## src/rtl/clock_enable_controller.sv

```systemverilog
// clock_enable_controller
//   Sequences the compute-clock gate enable for bounded or free-running runs.
//   A run is requested with a valid/ready handshake. The block then produces
//   either start_cycles enabled cycles or, when start_cycles is 0, runs until
//   stop. stall_req holds the gate off without ending the run. Loss of lock
//   during a run aborts it into FAULT, which is left with fault_clear.
//
//   Optional feature: define CLOCK_ENABLE_PERF_COUNTER_EN to build the 64-bit
//   lifetime enabled-cycle counter on total_cycles. Without it total_cycles
//   is tied to 0.
//
// Ports
//   control_clock    in   sole clock, rising edge
//   sync_rst_n       in   synchronous active-low reset
//   locked           in   clock-distribution lock indication
//   start_valid      in   run request
//   start_ready      out  request accepted when high with start_valid
//   start_cycles     in   enabled cycles to run, 0 = free-run
//   stop             in   terminate current run
//   stall_req        in   hold compute clock off without ending run
//   fault_clear      in   leave FAULT
//   compute_clock_en out  registered enable to the compute clock gate
//   busy             out  high in RUN
//   done             out  one-cycle pulse at run end
//   fault            out  high in FAULT
//   run_cycles       out  enabled cycles in current or last run
//   total_cycles     out  lifetime enabled cycles (perf counter build only)

module clock_enable_controller #(
    parameter int CYCLE_W = 32
) (
    input  logic               control_clock,
    input  logic               sync_rst_n,
    input  logic               locked,
    input  logic               start_valid,
    output logic               start_ready,
    input  logic [CYCLE_W-1:0] start_cycles,
    input  logic               stop,
    input  logic               stall_req,
    input  logic               fault_clear,
    output logic               compute_clock_en,
    output logic               busy,
    output logic               done,
    output logic               fault,
    output logic [CYCLE_W-1:0] run_cycles,
    output logic [63:0]        total_cycles
);

    typedef enum logic [1:0] {
        IDLE  = 2'd0,
        RUN   = 2'd1,
        DONE  = 2'd2,
        FAULT = 2'd3
    } state_t;

    state_t             state;
    logic [CYCLE_W-1:0] remaining;
    logic               bounded;
    logic               finish;

    // The last enabled cycle of a bounded run is the one where the
    // remaining count is about to reach zero.
    assign finish = bounded & compute_clock_en & (remaining == CYCLE_W'(1));

    // Gated by reset so the handshake is closed while reset is asserted.
    assign start_ready = sync_rst_n & locked & (state == IDLE);

    always_ff @(posedge control_clock) begin
        if (!sync_rst_n) begin
            state            <= IDLE;
            remaining        <= '0;
            bounded          <= 1'b0;
            run_cycles       <= '0;
            compute_clock_en <= 1'b0;
            busy             <= 1'b0;
            done             <= 1'b0;
            fault            <= 1'b0;
        end else begin
            case (state)
                IDLE: begin
                    if (start_valid && start_ready) begin
                        state            <= RUN;
                        remaining        <= start_cycles;
                        bounded          <= |start_cycles;
                        run_cycles       <= '0;
                        compute_clock_en <= !stall_req;
                        busy             <= 1'b1;
                    end
                end

                RUN: begin
                    // The cycle ending at this edge was enabled: count it,
                    // even if this same edge aborts or ends the run.
                    if (compute_clock_en) begin
                        run_cycles <= run_cycles + CYCLE_W'(1);
                        if (bounded)
                            remaining <= remaining - CYCLE_W'(1);
                    end

                    if (!locked) begin
                        state            <= FAULT;
                        compute_clock_en <= 1'b0;
                        busy             <= 1'b0;
                        fault            <= 1'b1;
                    end else if (finish || stop) begin
                        // Simultaneous stop and finish collapse into one DONE.
                        state            <= DONE;
                        compute_clock_en <= 1'b0;
                        busy             <= 1'b0;
                        done             <= 1'b1;
                    end else begin
                        compute_clock_en <= !stall_req;
                    end
                end

                DONE: begin
                    state <= IDLE;
                    done  <= 1'b0;
                end

                FAULT: begin
                    if (fault_clear && locked) begin
                        state <= IDLE;
                        fault <= 1'b0;
                    end
                end

                default: begin
                    state            <= IDLE;
                    compute_clock_en <= 1'b0;
                    busy             <= 1'b0;
                    done             <= 1'b0;
                    fault            <= 1'b0;
                end
            endcase
        end
    end

`ifdef CLOCK_ENABLE_PERF_COUNTER_EN
    logic [63:0] total_q;

    always_ff @(posedge control_clock) begin
        if (!sync_rst_n)
            total_q <= '0;
        else if (compute_clock_en)
            total_q <= total_q + 64'd1;
    end

    assign total_cycles = total_q;
`else
    assign total_cycles = '0;
`endif

endmodule

```

## config.mk

```make
export PLATFORM = sky130hd
export DESIGN_NAME = clock_enable_controller
export DESIGN_NICKNAME = d
export VERILOG_FILES = /design/src/rtl/clock_enable_controller.sv
export SDC_FILE = /design/constraint.sdc
export NUM_CORES = 1
export LEC_CHECK = 0
export BUFFER_PORTS_ARGS = -buffer_cell sky130_fd_sc_hd__buf_4
export CAP_MARGIN = 20
export CORE_ASPECT_RATIO = 0.6
export CORE_MARGIN = 8
export CORE_UTILIZATION = 52
export DETAILED_ROUTE_END_ITERATION = 10
export GPL_TIMING_DRIVEN = 0
export HOLD_SLACK_MARGIN = 0.02
export PLACE_DENSITY = 0.92
export SYNTH_ARGS = -nofsm -noshare
export SYNTH_HDL_FRONTEND = slang
export SYNTH_SLANG_ARGS = --single-unit
```

## constraint.sdc

```tcl
create_clock -name control_clock -period 2.9 [get_ports control_clock]
set_input_delay 0.58 -clock control_clock [delete_from_list [all_inputs] [get_ports control_clock]]
set_output_delay 0.58 -clock control_clock [all_outputs]
set_load 0.05 [all_outputs]
```

; After elaboration in Yosys (flattened, before gate mapping)
; Index checks and enable logic that the tools add are counted.
[classes]
bitwise = 4
n_reduce_logical = 17
add_sub_neg = 2
eq_ne = 12
mux = 26
[op_table]
columns = op, count
row1 = 2-to-1 mux 32 bit, 5
row2 = one-hot mux 32 bit (2 select lines), 2
row3 = adder 32 x 1 -> 32 bit (second input constant), 1
row4 = equality test 32 x 1 -> 1 bit (second input constant), 1
row5 = OR reduction 32 bit, 1
row6 = subtractor 32 x 1 -> 32 bit (second input constant), 1
row7 = AND reduction 3 bit, 5
row8 = != test 2 bit (second input constant), 6
row9 = 2-to-1 mux 1 bit, 10
row10 = 2-to-1 mux 2 bit, 4
row11 = one-hot mux 1 bit (2 select lines), 4
row12 = one-hot mux 2 bit (4 select lines), 1
row13 = nonzero test 2 bit, 3
row14 = AND 1 bit, 4
row15 = equality test 2 bit (second input constant), 2
row16 = AND reduction 2 bit, 2
row17 = AND reduction 4 bit, 1
row18 = != test 3 bit (second input constant), 1
row19 = equality test 2 x 1 -> 1 bit (second input constant), 1
row20 = logical AND 1 bit, 2
row21 = logical NOT 2 bit, 1
row22 = != test 2 x 1 -> 1 bit (second input constant), 1
row23 = logical NOT 1 bit, 1
row24 = logical OR 1 bit, 1
[word_totals]
regBits = 71
output_inout_bits = 101
wordCells = 69
inputBits = 39

; Longest topological paths before layout
[depth]
depth_word = 6
ltp_mapped = 9

; Worst setup path before layout
; OpenSTA, ideal clock, no wires.
[synth_path]
kind = input port to output port
startpoint = input port sync_rst_n
endpoint = output port start_ready
path_stages = 4
arrival_time_ns = 2.479
setup_slack_ns = -0.159
t_required_ns = 2.320
path_cell_list = clkbuf_1 > inv_1 > clkbuf_1 > nor4_1
[synth_via]
elab_chain_cells = 2
[synth_rtl]
columns = item, line
row1 = "start, declared", 33  ; input logic sync_rst_n,
row2 = AND 1 bit (2 in a row), 66  ; assign start_ready = sync_rst_n & locked & (state == IDLE);
row3 = "end, declared", 36  ; output logic start_ready,
; No other way between the ends.

; Worst setup path in the final report
[layout_path]
startpoint = register remaining[8]
endpoint = register remaining[23]
[layout_via]
elab_chain_cells = 4
[layout_rtl]
columns = item, line
row1 = "start, declared", 57  ; logic [CYCLE_W-1:0] remaining;
row2 = "start signal, assigned", 83  ; remaining <= start_cycles;
row3 = "start signal, assigned", 97  ; remaining <= remaining - CYCLE_W'(1);
row4 = subtractor 32 x 1 -> 32 bit, 97
row5 = 2-to-1 mux 32 bit, 96  ; if (bounded)
row6 = 2-to-1 mux 32 bit, 94  ; if (compute_clock_en) begin
row7 = one-hot mux 32 bit (2 select lines), 79  ; case (state)
; No other way between the ends. The select of a mux whose other input is x is not followed.
; A chain may end at the register's enable or synchronous reset.

==> impl_metrics.yaml <==
sta:
  tightest_slew_ns: 1.12
  fmax_mhz: 356
  worst_slack_ns: 0.0889
  finalSetupViolations: 0
  relSlewSlack: 0.249
  timing.final.crit_share: 0.969
  whs_ns: 0.463
  rsz0062_at_grt: "no"
  skew_ns: 0.00733
  fin_crit_ns: 2.81
  hold_violations: 0
  slew_violations: 0
worst_setup_path:
  criticalPathCategory: "reg -> reg"
  path_cells: "nor4_2, nand4_1, or3_1, or3_1, a31oi_1"
  path_buf_inv: 0
  end_kind: "flip-flop"
  critPathArrivalTime_ns: 3.07
  cpMostUsedCell: "or3_1"
  cp_max_fo: 9
  worstPathRequired_ns: 3.16
  cpPeakStageDelay_ns: 0.74
  cp_slowest_cell: "nor4_2"
  worstSetupStartpointType: "flip-flop"
  crit_family: "simple AND/OR/NAND/NOR gates"
logic_synthesis:
  synth_cells: 564
  syn_area_sq_um: 4360
  yosysTopAreaCell: "dfxtp_1"
  synthArstFlopShare: 0
  yosysUniqueCellTypes: 57
  yosysSeqAreaShare: 0.326
  ys.flop_type: "dfxtp_1"
  synth_top_area_share: 0.326
  ys_ff_latch: 71
  avgSynthCellArea_sq_um: 7.73
  synth_edf_count: 0
  synth_warnings: 0
  yosys-top-cells-area: "dfxtp_1, buf_4, nor2_1, xor2_1, a21oi_1"
floorplanning:
  start_util: 0.524
  rows: 26
  dieArea_sq_um: 11700
  ios: 140
  die_h_um: 86.9
  die_w_um: 134
  core_sq_um: 8330
place:
  pre_cts_slack_ns: -0.0918
  dpl.hpwl_mm: 12.0
  gp_congestion: 0.984
  io_buffers: 73
  post_dp_cell_area_sq_um: 5290
clock_tree:
  clock_latency_ns: 0.34
  cts_buffers: 9
  cts_max_level: 3
  post-cts-setup-buffers: 0
  clockRootBuffer: "clkbuf_16"
  clock-sinks: 71
  clk_pin_slew_ns: 0.06
  clockBufferDepth: 2
  ctsHoldBuffers: 0
  ctsResizeCount: 1
  cts_tree: "built"
power:
  powerDensity_nw_per_um2: 545
  p_int_mw: 2.06
  combPwrFrac: 0.251
  clkPwrFrac: 0.409
  p_sw_frac: 0.328
  ir_drop_mv: 0.386
  leakage_nw: 2.42
  p_seq_frac: 0.340
  power_switching_mw: 1.00
layout:
  area_growth_pct: 29.1
  drive_gt1_frac: 0.231
  num_antenna_cells: 0
  n_fill_cell: 705
  final_area_sq_um: 5630
  regArea_sq_um: 1420
  multi_input_area_sq_um: 2560
  nNetsFinal: 753
global_routing:
  track_usage: 0.265
  grt_pass1_wl_mm: 24.3
  antenna_found_initial: 0
  grt_max_degree: 12
  grt_pass1_vias: 4548
  overflow: 0
detailed_routing:
  drc: 0
  dr_total_vias: 4944
  first_iter_violations: 707
  routed_wl_mm: 16.0
  routedWlPerCell_um: 19.3
  ant_nets: 0
  drtPass1Iterations: 7
  viasPerCell: 5.98
run_status:
  status: "finished, final reports clean"
min_path:
  hold_path_class: "in -> reg"
flow_run:
  maxCapViolCount: 0
[cells in the final DEF (no fill, tap or decap), types with 19 or more instances in the layout]
cell type,instances
a21oi_1,38
buf_4,137
clkbuf_1,28
conb_1,64
dfxtp_1,71
nand2_1,47
nand3_1,26
nand4_1,19
nor2_1,59
o21ai_0,30
xor2_1,24
[through the flow]
step	cells	TNS [ns]	util	power, mW
floorplan	627	0	-	1.60
global placement	812	-0.253	0.635	1.78
detailed placement	812	-0.115	0.635	1.79
CTS	827	0	0.675	3.03
global route	827	0	0.676	3.15
finish	827	0	0.676	3.07
[per-layer routing]
| layer | up-vias | track usage | part of all wire |
|---|---|---|---|
| met5 | - | 0.0415 | 0.0038 |
| met4 | 2 | 0.0689 | 0.020 |
| met2 | 378 | 0.401 | 0.44 |
| li1 | 2238 | - | - |
| met3 | 39 | 0.115 | 0.14 |
| met1 | 2287 | 0.334 | 0.40 |
[cell families after synthesis]
logic type	synth area share
fa+ha+maj	0.00861
xor+xnor	0.0562
buf+inv	0.145
simple gates	0.273
other cells	0.000860
flops	0.326
compound gates	0.190
[sequential cells by signal, summed over array words and instances (netlist names)]
register and flops:
state 2, bounded 1, done 1, fault 1
compute_clock_en 1, busy 1, run_cycles 32, remaining 32
[power by group through the flow]
| stage | logic (mW) | registers [mW] | clock network, mW |
|---|---|---|---|
| 6_report | 0.769 | 1.04 | 1.25 |
| 3_5_place_dp | 0.726 | 1.06 | 0 |
| 2_1_floorplan | 0.535 | 1.06 | 0 |
| 4_1_cts | 0.732 | 1.04 | 1.25 |
| 5_1_grt | 0.802 | 1.04 | 1.31 |
| 3_3_place_gp | 0.724 | 1.06 | 0 |
[final cells by class]
cell class / instances / area share
Sequential cell: 71 / 0.252
Clock buffer: 11 / 0.0413
Buffer: 96 / 0.108
Clock inverter: 4 / 0.0169
Multi-Input combinational cell: 453 / 0.455
Tap cell: 112 / 0.0249
Timing Repair Buffer: 73 / 0.0974
Inverter: 7 / 0.00467
[worst paths after layout]
path                      start          endpoint  slack (ns)  cells after the start
setup / recovery   remaining[8]     remaining[23]        0.09                      5
setup reg to reg   remaining[8]     remaining[23]        0.09                      5
hold reg to reg   remaining[14]     remaining[14]        0.51                      2
hold / removal        stall_req  compute_clock_en        0.46                      2
[cell usage after synthesis, types with 5 or more instances]
cell / number
a211oi_1: 7
a21oi_1: 38
a22oi_1: 5
and3_1: 9
buf_4: 64
clkbuf_1: 26
dfxtp_1: 71
inv_1: 7
nand2_1: 47
nand3_1: 26
nand4_1: 19
nor2_1: 59
nor3_1: 15
nor4_1: 18
o21ai_0: 31
o31ai_1: 5
or3_1: 10
or4_1: 7
xor2_1: 24
Note: power is estimated with default switching activity, not from simulation.
